File: src/rtl/link_peer_pkg.sv
// link_peer_pkg: shared constants and types for the link-cable peer.
//   IDLE_BYTE     value the transmit shifter holds when nothing is queued
//   BIT_CNT_W     width of the received-bit counter (8 bits per byte)
//   TIMEOUT_W     width used to derive the default abort timeout
//   peer_state_e  exchange state: idle, slave shifting, or master clocking
package link_peer_pkg;

  localparam logic [7:0] IDLE_BYTE = 8'hFF;
  localparam int         BIT_CNT_W = 3;
  localparam int         TIMEOUT_W = 16;

  typedef enum logic [1:0] {
    PEER_IDLE,
    PEER_SHIFT,
    PEER_MASTER
  } peer_state_e;

endpackage

File: src/rtl/link_peer_sync.sv
// link_peer_sync: two-flop synchroniser for an asynchronous link pin, plus a
// third flop so edges can be detected. All flops reset to 1, which matches
// the idle-high level of the link clock and data lines.
// Ports:
//   hclk   system clock
//   reset  asynchronous, active-high reset
//   pin    raw asynchronous pin
//   level  synchronised level
//   rise   one-cycle strobe on a synchronised 0->1 transition
//   fall   one-cycle strobe on a synchronised 1->0 transition
module link_peer_sync (
  input  logic hclk,
  input  logic reset,
  input  logic pin,
  output logic level,
  output logic rise,
  output logic fall
);

  logic s1, s2, s3;

  // Synchroniser chain; s3 is the previous synchronised level for edge detection.
  always_ff @(posedge hclk or posedge reset) begin
    if (reset) begin
      s1 <= 1'b1;
      s2 <= 1'b1;
      s3 <= 1'b1;
    end else begin
      s1 <= pin;
      s2 <= s1;
      s3 <= s2;
    end
  end

  assign level = s2;
  assign rise  = s2 & ~s3;
  assign fall  = ~s2 & s3;

endmodule

File: src/rtl/link_peer.sv
// link_peer: far end of the Game Boy serial link. Follows the GB-driven link
// clock, samples the GB's data on each rising clock edge and shifts a locally
// queued byte back MSB-first. Completed bytes are presented on rx_data with a
// one-cycle rx_valid pulse. A partial byte is aborted after TIMEOUT hclk
// cycles without a rising edge.
// Optional feature macro: LINK_PEER_CLKGEN_EN adds a clock generator so the
// peer can act as the clock master (master_mode/start); without it those
// inputs are ignored and the clock pin is never driven.
// Ports:
//   hclk, reset                 system clock, async active-high reset
//   enable                      peer active; low forces idle
//   link_clk_in, link_sin       raw asynchronous link pins from the GB
//   link_clk_out, link_clk_oe   generated clock and its drive enable
//   link_sout                   serial data to the GB
//   tx_data, tx_valid, tx_ready byte handshake into the holding register
//   rx_data, rx_valid           last received byte and its update pulse
//   master_mode, start          clock-master controls
//   busy                        byte in progress or master exchange running
//   timeout_err                 pulse when a partial byte is aborted
module link_peer
  import link_peer_pkg::*;
#(
  parameter int HALF_PERIOD = 2048,
  parameter int TIMEOUT     = (1 << TIMEOUT_W) - 1
) (
  input  logic       hclk,
  input  logic       reset,
  input  logic       enable,
  input  logic       link_clk_in,
  output logic       link_clk_out,
  output logic       link_clk_oe,
  input  logic       link_sin,
  output logic       link_sout,
  input  logic [7:0] tx_data,
  input  logic       tx_valid,
  output logic       tx_ready,
  output logic [7:0] rx_data,
  output logic       rx_valid,
  input  logic       master_mode,
  input  logic       start,
  output logic       busy,
  output logic       timeout_err
);

  localparam int IDLE_W = $clog2(TIMEOUT + 1);

  peer_state_e          state;
  logic [BIT_CNT_W-1:0] bit_cnt;
  logic [IDLE_W-1:0]    idle_cnt;
  logic [7:0]           tx_sr;
  logic [7:0]           hold;
  logic [7:0]           rx_sr;
  logic                 hold_v;
  logic                 tx_loaded;

  logic clk_rise, clk_s_unused, clk_fall_unused;
  logic sin_s, sin_rise_unused, sin_fall_unused;
  logic rx_msb_unused;
  logic accept, timeout_hit, abort, rise_evt, start_ok, master_abort;

  link_peer_sync u_clk_sync (
    .hclk  (hclk),
    .reset (reset),
    .pin   (link_clk_in),
    .level (clk_s_unused),
    .rise  (clk_rise),
    .fall  (clk_fall_unused)
  );

  link_peer_sync u_sin_sync (
    .hclk  (hclk),
    .reset (reset),
    .pin   (link_sin),
    .level (sin_s),
    .rise  (sin_rise_unused),
    .fall  (sin_fall_unused)
  );

  // The top receive bit is shifted out into rx_data, never read from rx_sr.
  assign rx_msb_unused = rx_sr[7];

  assign accept      = tx_valid & ~hold_v;
  assign timeout_hit = (bit_cnt != '0) && (idle_cnt == IDLE_W'(TIMEOUT));
  assign abort       = timeout_hit | master_abort;

`ifdef LINK_PEER_CLKGEN_EN
  localparam int DIV_W = (HALF_PERIOD > 1) ? $clog2(HALF_PERIOD) : 1;

  logic [DIV_W-1:0] div_cnt;
  logic             clk_out_q;
  logic             clk_oe_q;
  logic             gen_toggle;
  logic             gen_rise;

  // In master mode the generator's low-to-high toggle replaces the pin edge.
  assign gen_toggle   = (state == PEER_MASTER) && (div_cnt == DIV_W'(HALF_PERIOD - 1));
  assign gen_rise     = gen_toggle && !clk_out_q;
  assign rise_evt     = master_mode ? gen_rise : clk_rise;
  assign start_ok     = enable && master_mode && start && (state == PEER_IDLE);
  assign master_abort = (state == PEER_MASTER) && !master_mode;

  // Clock generator: each bit is HALF_PERIOD cycles low then HALF_PERIOD
  // high; the line rests high whenever no master exchange is running.
  always_ff @(posedge hclk or posedge reset) begin
    if (reset) begin
      div_cnt   <= '0;
      clk_out_q <= 1'b1;
      clk_oe_q  <= 1'b0;
    end else begin
      clk_oe_q <= enable & master_mode;
      if (!enable || abort) begin
        div_cnt   <= '0;
        clk_out_q <= 1'b1;
      end else if (start_ok) begin
        div_cnt   <= '0;
        clk_out_q <= 1'b0;
      end else if (state == PEER_MASTER) begin
        if (gen_toggle) begin
          div_cnt   <= '0;
          clk_out_q <= ~clk_out_q;
        end else begin
          div_cnt <= div_cnt + 1'b1;
        end
      end else begin
        div_cnt   <= '0;
        clk_out_q <= 1'b1;
      end
    end
  end

  assign link_clk_out = clk_out_q;
  assign link_clk_oe  = clk_oe_q;
`else
  localparam int half_period_unused = HALF_PERIOD;
  logic cfg_unused;

  assign cfg_unused   = master_mode ^ start;
  assign rise_evt     = clk_rise;
  assign start_ok     = 1'b0;
  assign master_abort = 1'b0;
  assign link_clk_out = 1'b1;
  assign link_clk_oe  = 1'b0;
`endif

  // Exchange engine: holding register, shift registers, bit and idle counters.
  // A byte accepted on the same cycle as the 8th rise only reaches hold here;
  // it moves into tx_sr on the next idle cycle.
  always_ff @(posedge hclk or posedge reset) begin
    if (reset) begin
      state       <= PEER_IDLE;
      bit_cnt     <= '0;
      idle_cnt    <= '0;
      tx_sr       <= IDLE_BYTE;
      tx_loaded   <= 1'b0;
      hold        <= '0;
      hold_v      <= 1'b0;
      rx_sr       <= '0;
      rx_data     <= '0;
      rx_valid    <= 1'b0;
      timeout_err <= 1'b0;
    end else begin
      rx_valid    <= 1'b0;
      timeout_err <= 1'b0;
      if (accept) begin
        hold   <= tx_data;
        hold_v <= 1'b1;
      end
      if (!enable) begin
        state     <= PEER_IDLE;
        bit_cnt   <= '0;
        idle_cnt  <= '0;
        tx_sr     <= IDLE_BYTE;
        tx_loaded <= 1'b0;
      end else if (abort) begin
        state       <= PEER_IDLE;
        bit_cnt     <= '0;
        idle_cnt    <= '0;
        rx_sr       <= '0;
        tx_sr       <= IDLE_BYTE;
        tx_loaded   <= 1'b0;
        timeout_err <= 1'b1;
      end else if (rise_evt) begin
        idle_cnt <= '0;
        rx_sr    <= {rx_sr[6:0], sin_s};
        if (bit_cnt == {BIT_CNT_W{1'b1}}) begin
          state    <= PEER_IDLE;
          bit_cnt  <= '0;
          rx_data  <= {rx_sr[6:0], sin_s};
          rx_valid <= 1'b1;
          if (hold_v) begin
            tx_sr     <= hold;
            tx_loaded <= 1'b1;
            hold_v    <= 1'b0;
          end else begin
            tx_sr     <= IDLE_BYTE;
            tx_loaded <= 1'b0;
          end
        end else begin
          bit_cnt <= bit_cnt + 1'b1;
          tx_sr   <= {tx_sr[6:0], 1'b1};
          if (state == PEER_IDLE) begin
            state <= PEER_SHIFT;
          end
        end
      end else begin
        if (start_ok) begin
          state <= PEER_MASTER;
        end
        if (bit_cnt != '0) begin
          idle_cnt <= idle_cnt + 1'b1;
        end
        if ((bit_cnt == '0) && !tx_loaded && hold_v) begin
          tx_sr     <= hold;
          tx_loaded <= 1'b1;
          hold_v    <= 1'b0;
        end
      end
    end
  end

  assign link_sout = tx_sr[7];
  assign tx_ready  = ~hold_v;
  assign busy      = (state != PEER_IDLE);

endmodule
File: config.mk
export PLATFORM = sky130hd
export DESIGN_NAME = link_peer
export DESIGN_NICKNAME = d
export VERILOG_FILES = /design/src/rtl/link_peer_pkg.sv /design/src/rtl/link_peer_sync.sv /design/src/rtl/link_peer.sv
export SDC_FILE = /design/constraint.sdc
export NUM_CORES = 1
export LEC_CHECK = 0
export BUFFER_PORTS_ARGS = -buffer_cell sky130_fd_sc_hd__buf_2
export CAP_MARGIN = 20
export CORE_ASPECT_RATIO = 0.8
export CORE_MARGIN = 3
export CORE_UTILIZATION = 40
export CTS_CLUSTER_SIZE = 40
export DETAILED_ROUTE_END_ITERATION = 7
export PLACE_DENSITY = 0.59
export SYNTH_ARGS = -nofsm -noshare
export SYNTH_HDL_FRONTEND = slang
export SYNTH_SLANG_ARGS = --single-unit
File: constraint.sdc
create_clock -name hclk -period 5.42 [get_ports hclk]
set_input_delay 1.084 -clock hclk [delete_from_list [all_inputs] [get_ports hclk]]
set_output_delay 1.084 -clock hclk [all_outputs]
set_load 0.005 [all_outputs]
After elaboration in Yosys (flattened, before gate mapping). Cells that the tools add are included.

Register bits: 61. Bits in latches: 0. RAM bits: 0. Memory bits (read-only): 0. Input port bits: 16. Word-level logic and storage cells: 83. Memories kept: 0.

Add/subtract/negate cells: 2. Multipliers: 0. Divide/modulo/power cells: 0. Magnitude comparators: 0. Equality and inequality tests: 7. Shifts and indexed selects: 0. Multiplexer cells: 40. Bitwise gates (word level): 5. Reduce and logical (&&, ||, !) cells: 13.

Operators with widths (count): 2-to-1 mux 16 bit (4); 2-to-1 mux 8 bit (6); 2-to-1 mux 1 bit (19); adder 16 x 1 -> 16 bit (second input constant) (1); equality test 16 bit (second input constant) (1); 2-to-1 mux 7 bit (2); 2-to-1 mux 3 bit (4); inequality test 4 x 1 -> 1 bit (second input constant) (3); 2-to-1 mux 2 bit (5); AND reduction 2 bit (3); inequality test 4 x 2 -> 1 bit (second input constant) (1); AND reduction 4 bit (1); nonzero test 2 bit (2); adder 3 x 1 -> 3 bit (second input constant) (1); equality test 3 bit (second input constant) (1); logical AND 1 bit (3); zero test 3 bit (1); inequality test 3 x 1 -> 1 bit (second input constant) (1); NOT 1 bit (3); nonzero test 3 bit (1); bitwise AND 1 bit (2); zero test 2 bit (1); zero test 1 bit (1).

Logic depth before layout (Yosys ltp). Gate-level depths: netlist of the first run.

Depth in word-level cells: 8. Mapped depth: 8. Gate-level depth less buffers: 6.

Modules after synthesis. A second synthesis of the first run with hierarchy kept.

Cell total of the unflattened synthesis: 246. Area, all modules: 2790.2 um2.

By module, submodules not included: link_peer (instances 1, cells each 234, area each 2595.0 um2, sequential area each 1386.3 um2); link_peer_sync (instances 2, cells each 6, area each 97.6 um2, sequential area each 78.8 um2).

Worst setup path after synthesis of the first run. Ideal clock, no wire load.

Path type: in2reg. From: in enable. To: reg idle_cnt[7]. Library setup time: 77 ps. Data arrival time: 2138 ps. Slack: 3205 ps. Cell stages on the path: 5. Path buffers: 2. Cells stage by stage: clkbuf_1 > a31o_2 > clkbuf_1 > or3_1 > a21oi_1.

Longest elaborated chain between the ends: 1. Elaborated cells between the ends (all ways): 2. Classes of those cells: eq/ne: 1; mux: 1.

Ends and longest elaborated chain: start: declaration (RTL line link_peer.sv:28) `input logic enable,`; inequality test 4 x 1 -> 1 bit (no line) or 2-to-1 mux 16 bit (tied branches); end signal: assignment (RTL line link_peer.sv:210) `idle_cnt <= idle_cnt + 1'b1;`; end: declaration (RTL line link_peer.sv:49) `logic [IDLE_W-1:0] idle_cnt;`.

Parallel ways exist; a longest one is shown, timed or not. A chain may end at the register's enable or synchronous reset.

Final worst setup path of the first run.
From: reg u_clk_sync.s2 (netlist: u_clk_sync.level). To: reg rx_data[4].

Longest elaborated chain between the ends: 2.

Ends and longest elaborated chain: start: declaration (RTL line link_peer_sync.sv:20) `logic s1, s2, s3;`; start signal: assignment (RTL line link_peer_sync.sv:26) `s2 <= 1'b1;`; start signal: assignment (RTL line link_peer_sync.sv:30) `s2 <= s1;`; bitwise AND 1 bit (RTL line link_peer_sync.sv:36) `assign rise = s2 & ~s3;`; AND reduction 4 bit (no line); end signal: assignment (RTL line link_peer.sv:188) `rx_data <= {rx_sr[6:0], sin_s};`; end: declaration (RTL line link_peer.sv:37) `output logic [7:0] rx_data,`.

Every way passes these cells.

==> results of run 1 <==
==> critical path: cells and delay by family, from the launching register on <==
family / cells / cell delay (ns)
DFF: 1 / 0.54
and+or+nand+nor: 2 / 0.92
AOI/OAI and AO/OA: 1 / 0.54
muxes: 1 / 0.40
==> Yosys cell counts (3+ instances only) <==
master,number
nor2b_1,4
buf_2,3
or3_1,4
ha_1,4
xnor2_1,3
a21oi_1,16
dfrtp_1,47
nand2_1,35
o31ai_1,8
o22ai_1,7
nor2_1,8
or4_1,6
nand3_1,5
mux2_2,16
clkbuf_1,12
o2111ai_1,14
dfstp_2,13
o211ai_1,8
inv_1,8
and3_1,3
o21ai_0,4
==> layout make-up <==
type	instances	area (sq um)	area share (%)
flip-flops and latches	60	1520	47.6
multi-input cells	171	1170	36.8
well taps	84	105	3.30
inverters	8	30.0	0.943
repair buffers	28	143	4.48
clock inverters	5	75.1	2.36
clock buffers	11	141	4.44
==> power breakdown <==
part,internal [mW],switching [mW],total [mW]
combinational,0.0514,0.0583,0.110
sequential,0.499,0.0274,0.527
clock,0.269,0.172,0.441
==> metal layers <==
metal | wire, microns | global-route usage [%]
met2 | 2260 | 22.4
met5 | 0 | 0
met1 | 2870 | 21.0
met4 | 72 | 4.50
met3 | 256 | 6.70
==> per-stage QoR <==
stage | area (sq um) | power (mW) | util (%) | hold slack [ns]
floorplan | 2810 | 0.616 | - | 0.345
global placement | 2960 | 0.643 | 44.9 | 0.347
detailed placement | 2960 | 0.646 | 44.9 | 0.348
CTS | 3180 | 1.09 | 48.2 | 0.358
global route | 3190 | 1.13 | 48.2 | 0.361
finish | 3190 | 1.08 | 48.2 | 0.356
==> cell families (layout without fill, tap and decap cells) <==
logic type               count (synthesis)  after routing  share of synthesized area (%)
buffers and inverters                   26             52                           4.14
XOR/XNOR                                 3              3                          0.936
other                                    2              2                          0.267
AND/OR/NAND/NOR                         77             77                           14.6
AO/OA/AOI/OAI                           69             69                           17.8
flip-flops                              60             60                           54.1
adder cells (fa/ha/maj)                  4              4                           1.78
multiplexers                            16             16                           6.42
==> how the worst max path moves through the flow <==
stage          depth (start not counted)  slack (ns)           end             start
2_1_floorplan                          1        2.87    bit_cnt[0]             reset
5_1_grt                                4        2.69    rx_data[0]  u_clk_sync.level
3_3_place_gp                           5        2.25   idle_cnt[8]            enable
6_report                               4        2.91    rx_data[4]  u_clk_sync.level
4_1_cts                                5        2.61  idle_cnt[10]            enable
3_5_place_dp                           5        2.24  idle_cnt[10]            enable
==> sequential cells by signal (all words and copies together) (netlist names), 3 cells and up <==
| register | count |
|---|---|
| bit_cnt | 3 |
| rx_sr | 7 |
| tx_sr | 8 |
| hold | 8 |
| rx_data | 8 |
| idle_cnt | 16 |
==> run summary, run 1 <==
Result of the run = finished, final reports clean
Seq/Total Area, Yosys = 54.1%
Commonest non-fill, non-tap cells in the layout = 47 x dfrtp_1, 35 x nand2_1, 27 x buf_2
PwrDens = 338 mW/mm^2
Post-synth top area share = 41.9%
Clock sinks = 60
Syn_area_per_cell = 10.9 sq um
VDD IR max = 0.187 mV
Starting Density = 42.5%
Crit Path Max Fanout = 12
Critical Path RT = 5.64 ns
Full die area = 0.00807 sq mm
Diode count = 0
Pre-CTS WS = 2.24 ns
Clk_skew = 0.0103 ns
WL final = 5.46 mm
Post-CTS Setup Inserts = 0
Die Wd = 99.7 microns
TNS Setup = 0 ns
DRT antenna net count = 0
I/O pin count = 31
Area Growth Syn to Fin = 13.5%
TritonCTS clock tree = yes
Synthesized flop and latch total = 60
Min cycle time layout = 2.51 ns
Congestion Overflow GR = 0
Reg2reg start = u_clk_sync.level
Hold Path Depth = 0
GPL Wtd Cong = 0.734
Num rows = 26
DR iter-0 viols = 87
Commonest non-fill, non-tap cell in the layout = dfrtp_1
Fillers = 618
Top FF cell, synth = dfrtp_1
Largest net degree at the start of global routing = 61
Post-CTS Hold Fix Bufs = 0
Setup-failing EPs final = 0
Yosys warns = 0
Synthesized cell area = 0.00281 sq mm
Vias/cell = 5.45
Mapped Cells = 257
Root Buffer = clkbuf_8
Buffers on Ports = 26
Slew headroom = 44.5%
Lkg Pwr = 1.37 nW
Number of global-route vias before repair = 2018
Nets@finish = 298
Vias = 2000
DIE HEIGHT = 80.9 microns
Syn_nets = 277
Final Cycle Share = 46.3%
Antenna violations before repair = 0
Reg2Reg Depth = 4
Maximum clock rate = 0.398 GHz
Hold crit path type = reg -> reg
Max Root-Sink Buffers = 2
Hold_sp = u_sin_sync.s1
Critical Path, Cell by Cell = nor2b_1 -> nand2_1 -> a211oi_4 -> mux2_2
Worst skew pair latency = 0.34 ns
DR pass1 iterations = 4
Hold EP = u_sin_sync.level
Post-synth EDFFs = 0
Max_cap viols = 0
Placed insts = 350
Worst Path Class, Setup = reg -> reg
RSZ-0062 raised after global routing = no
Tot GR Track Use = 15.5%
Worst-margin pin slew = 0.831 ns
Largest stage delay on the critical path = 0.67 ns
Synth unique cells = 44
Top cell type by total area after synthesis = dfrtp_1
FFs w/ async S/R, synth = 100%
Reg clk slew, reported paths = 0.07 ns
Largest cells by area after synthesis = dfrtp_1 42%, dfstp_2 12%, mux2_2 6.4%
Crit path capture type = flop
HPWL after DPL = 3.48 mm
Final hold vios = 0
H-tree depth = 3
Worst R2R End = rx_data[4]
Core footprint = 0.00660 sq mm
Worst EP arrival = 2.73 ns
Crit start category = flop
First-pass GRT wire length = 9.68 mm
Final WS setup = 2.91 ns
Fraction of layout cells with a size suffix above 1 = 29.3%
CP max-delay cell = nor2b_1
Post_cts resized = 0
TritonCTS buffer count = 9
R2r setup slk = 2.91 ns
DRC viols = 0
Final cell count without fillers = 367
Fin. max-slew vios = 0
Drt wl/cell = 14.9 microns
(Power assumes the default switching activity.)
==> inputs of run 2 (changes only) <==
Settings changed: PLACE_DENSITY 0.59 to 0.61.
Clock period 5.42 ns to 2.04 ns, I/O delays scaled along.
==> run 2 against run 1 <==
Net effect: largest power group unchanged; non-clock buffer count is 20 higher; die area unchanged; fmax increased by 26%; sequential share of layout area shrank 2.4 points; power is 150% higher; clock-buffer cell count fell by 2; hold slack got worse by 0.32 ns; clock power grew 110%.
==> run summary, run 2 (synthesis results as in run 1) <==
HPWL after DPL = 4.14 mm
VDD IR max = 0.433 mV
Reg2Reg Depth = 6
Number of global-route vias before repair = 2149
Final cell count without fillers = 387
Internal power = 1.93 mW
Root Buffer = clkbuf_8
Post-route cell area = 0.00336 sq mm
Routing usage on met1 = 22.5%
H-tree depth = 3
Vias/cell = 5.51
Sw Ratio = 27.7%
Num rows = 26
Clk_skew = 0.00670 ns
Core footprint = 0.00660 sq mm
Worst EP arrival = 2.21 ns
Full die area = 0.00807 sq mm
Largest net degree at the start of global routing = 33
Nets@finish = 318
Commonest non-fill, non-tap cell in the layout = dfrtp_1
CP max-delay cell = dfrtp_1
Fin. max-slew vios = 0
Result of the run = finished, final reports clean
Tot GR Track Use = 16.4%
TritonCTS buffer count = 9
Min cycle time layout = 1.99 ns
Delay-heaviest family, CP = flip-flops
Area Growth Syn to Fin = 19.5%
Psw = 0.741 mW
Crit start category = flop
PwrDens = 797 mW/mm^2
DR pass1 iterations = 4
Reg2reg start = idle_cnt[0]
Vias = 2133
Commonest non-fill, non-tap cells in the layout = 47 x dfrtp_1, 35 x nand2_1, 26 x buf_2
Placed Area = 0.00312 sq mm
Clock sinks = 60
Worst R2R End = rx_data[5]
Max_cap viols = 0
Congestion Overflow GR = 0
Final hold vios = 0
Placed insts = 368
Starting Density = 42.5%
Final hold slack = 0.0355 ns
WL final = 6.03 mm
Hold crit path type = in -> async
Crit Path Max Fanout = 4
Reg clk slew, reported paths = 0.07 ns
Antenna violations before repair = 0
DR iter-0 viols = 66
Fraction of layout cells with a size suffix above 1 = 35.6%
GPL Wtd Cong = 0.820
Crit path top cell by count = and3_4
GR peak layer = met2
Gate power share = 12.4%
Met2 Track Usage GR = 24.2%
Core Util, Final = 50.8%
Reg with most FFs = idle_cnt
DIE HEIGHT = 80.9 microns
Critical Path, Cell by Cell = ha_2 -> and3_4 -> and3_4 -> a211oi_4 -> clkbuf_16 -> mux2_2
DRT antenna net count = 0
Post-CTS Hold Fix Bufs = 0
First-pass GRT wire length = 10.3 mm
Die Wd = 99.7 microns
Largest stage delay on the critical path = 0.40 ns
R2r setup slk = 0.05 ns
Lkg Pwr = 1.44 nW
DRC viols = 0
Bufs and invs on worst path = 1
Setup-failing EPs final = 0
I/O pin count = 31
Max Root-Sink Buffers = 2
Worst skew pair latency = 0.34 ns
Clock network power share = 35.3%
Final Cycle Share = 97.6%
Reg power frac = 52.3%
TritonCTS clock tree = yes
Max reg flops = 16
Drt wl/cell = 15.6 microns
Diode count = 0
Met3 GRT Util = 5.06%
Maximum clock rate = 0.502 GHz
Worst Path Class, Setup = reg -> reg
Buffers on Ports = 26
Critical Path RT = 2.26 ns
Crit path capture type = flop
[run 2: worst max path at each step]
stage	from	endpoint	slack [ns]	cells after the start
floorplan	idle_cnt[0]	rx_data[0]	0.15	5
global placement	idle_cnt[1]	rx_data[4]	0.14	6
detailed placement	idle_cnt[1]	rx_data[3]	0.14	6
CTS	idle_cnt[1]	rx_data[6]	0.10	6
global route	idle_cnt[0]	rx_data[0]	-0.0007	6
finish	idle_cnt[0]	rx_data[5]	0.05	6
[run 2: power groups by stage]
| stage | clock [mW] | sequential (mW) | combinational (mW) |
|---|---|---|---|
| 2_1_floorplan | 0 | 1.40 | 0.239 |
| 3_5_place_dp | 0 | 1.42 | 0.331 |
| 5_1_grt | 1.03 | 1.42 | 0.375 |
| 6_report | 0.944 | 1.40 | 0.331 |
| 4_1_cts | 0.977 | 1.40 | 0.332 |
| 3_3_place_gp | 0 | 1.42 | 0.321 |
[run 2: repair_timing]
item,in CTS,in global routing
setup endpoints to repair,0,1
resized for setup,0,5
buffers inserted,0,2
[run 2: stage by stage]
stage / setup WS [ns] / total power [mW] / TNS, ns
finish: 0.0499 / 2.67 / 0
global route: -0.000697 / 2.82 / -0.000697
CTS: 0.100 / 2.71 / 0
detailed placement: 0.136 / 1.75 / 0
global placement: 0.138 / 1.74 / 0
floorplan: 0.149 / 1.64 / 0
[run 2: cell type report]
class,instances,area [sq um]
Clock inverter,7,52.6
Fill cell,623,3250
Tap cell,84,105
Timing Repair Buffer,48,338
Inverter,8,30.0
Clock buffer,9,124
Sequential cell,60,1520
Multi-Input combinational cell,171,1190
[run 2: per-layer routing]
| layer | vias up | part of all wire [%] | wire, microns |
|---|---|---|---|
| li1 | 1026 | - | - |
| met1 | 1063 | 51 | 3050 |
| met2 | 35 | 44 | 2650 |
| met3 | 9 | 3.9 | 234 |
| met4 | 0 | 1.6 | 97 |
| met5 | - | 0 | 0 |
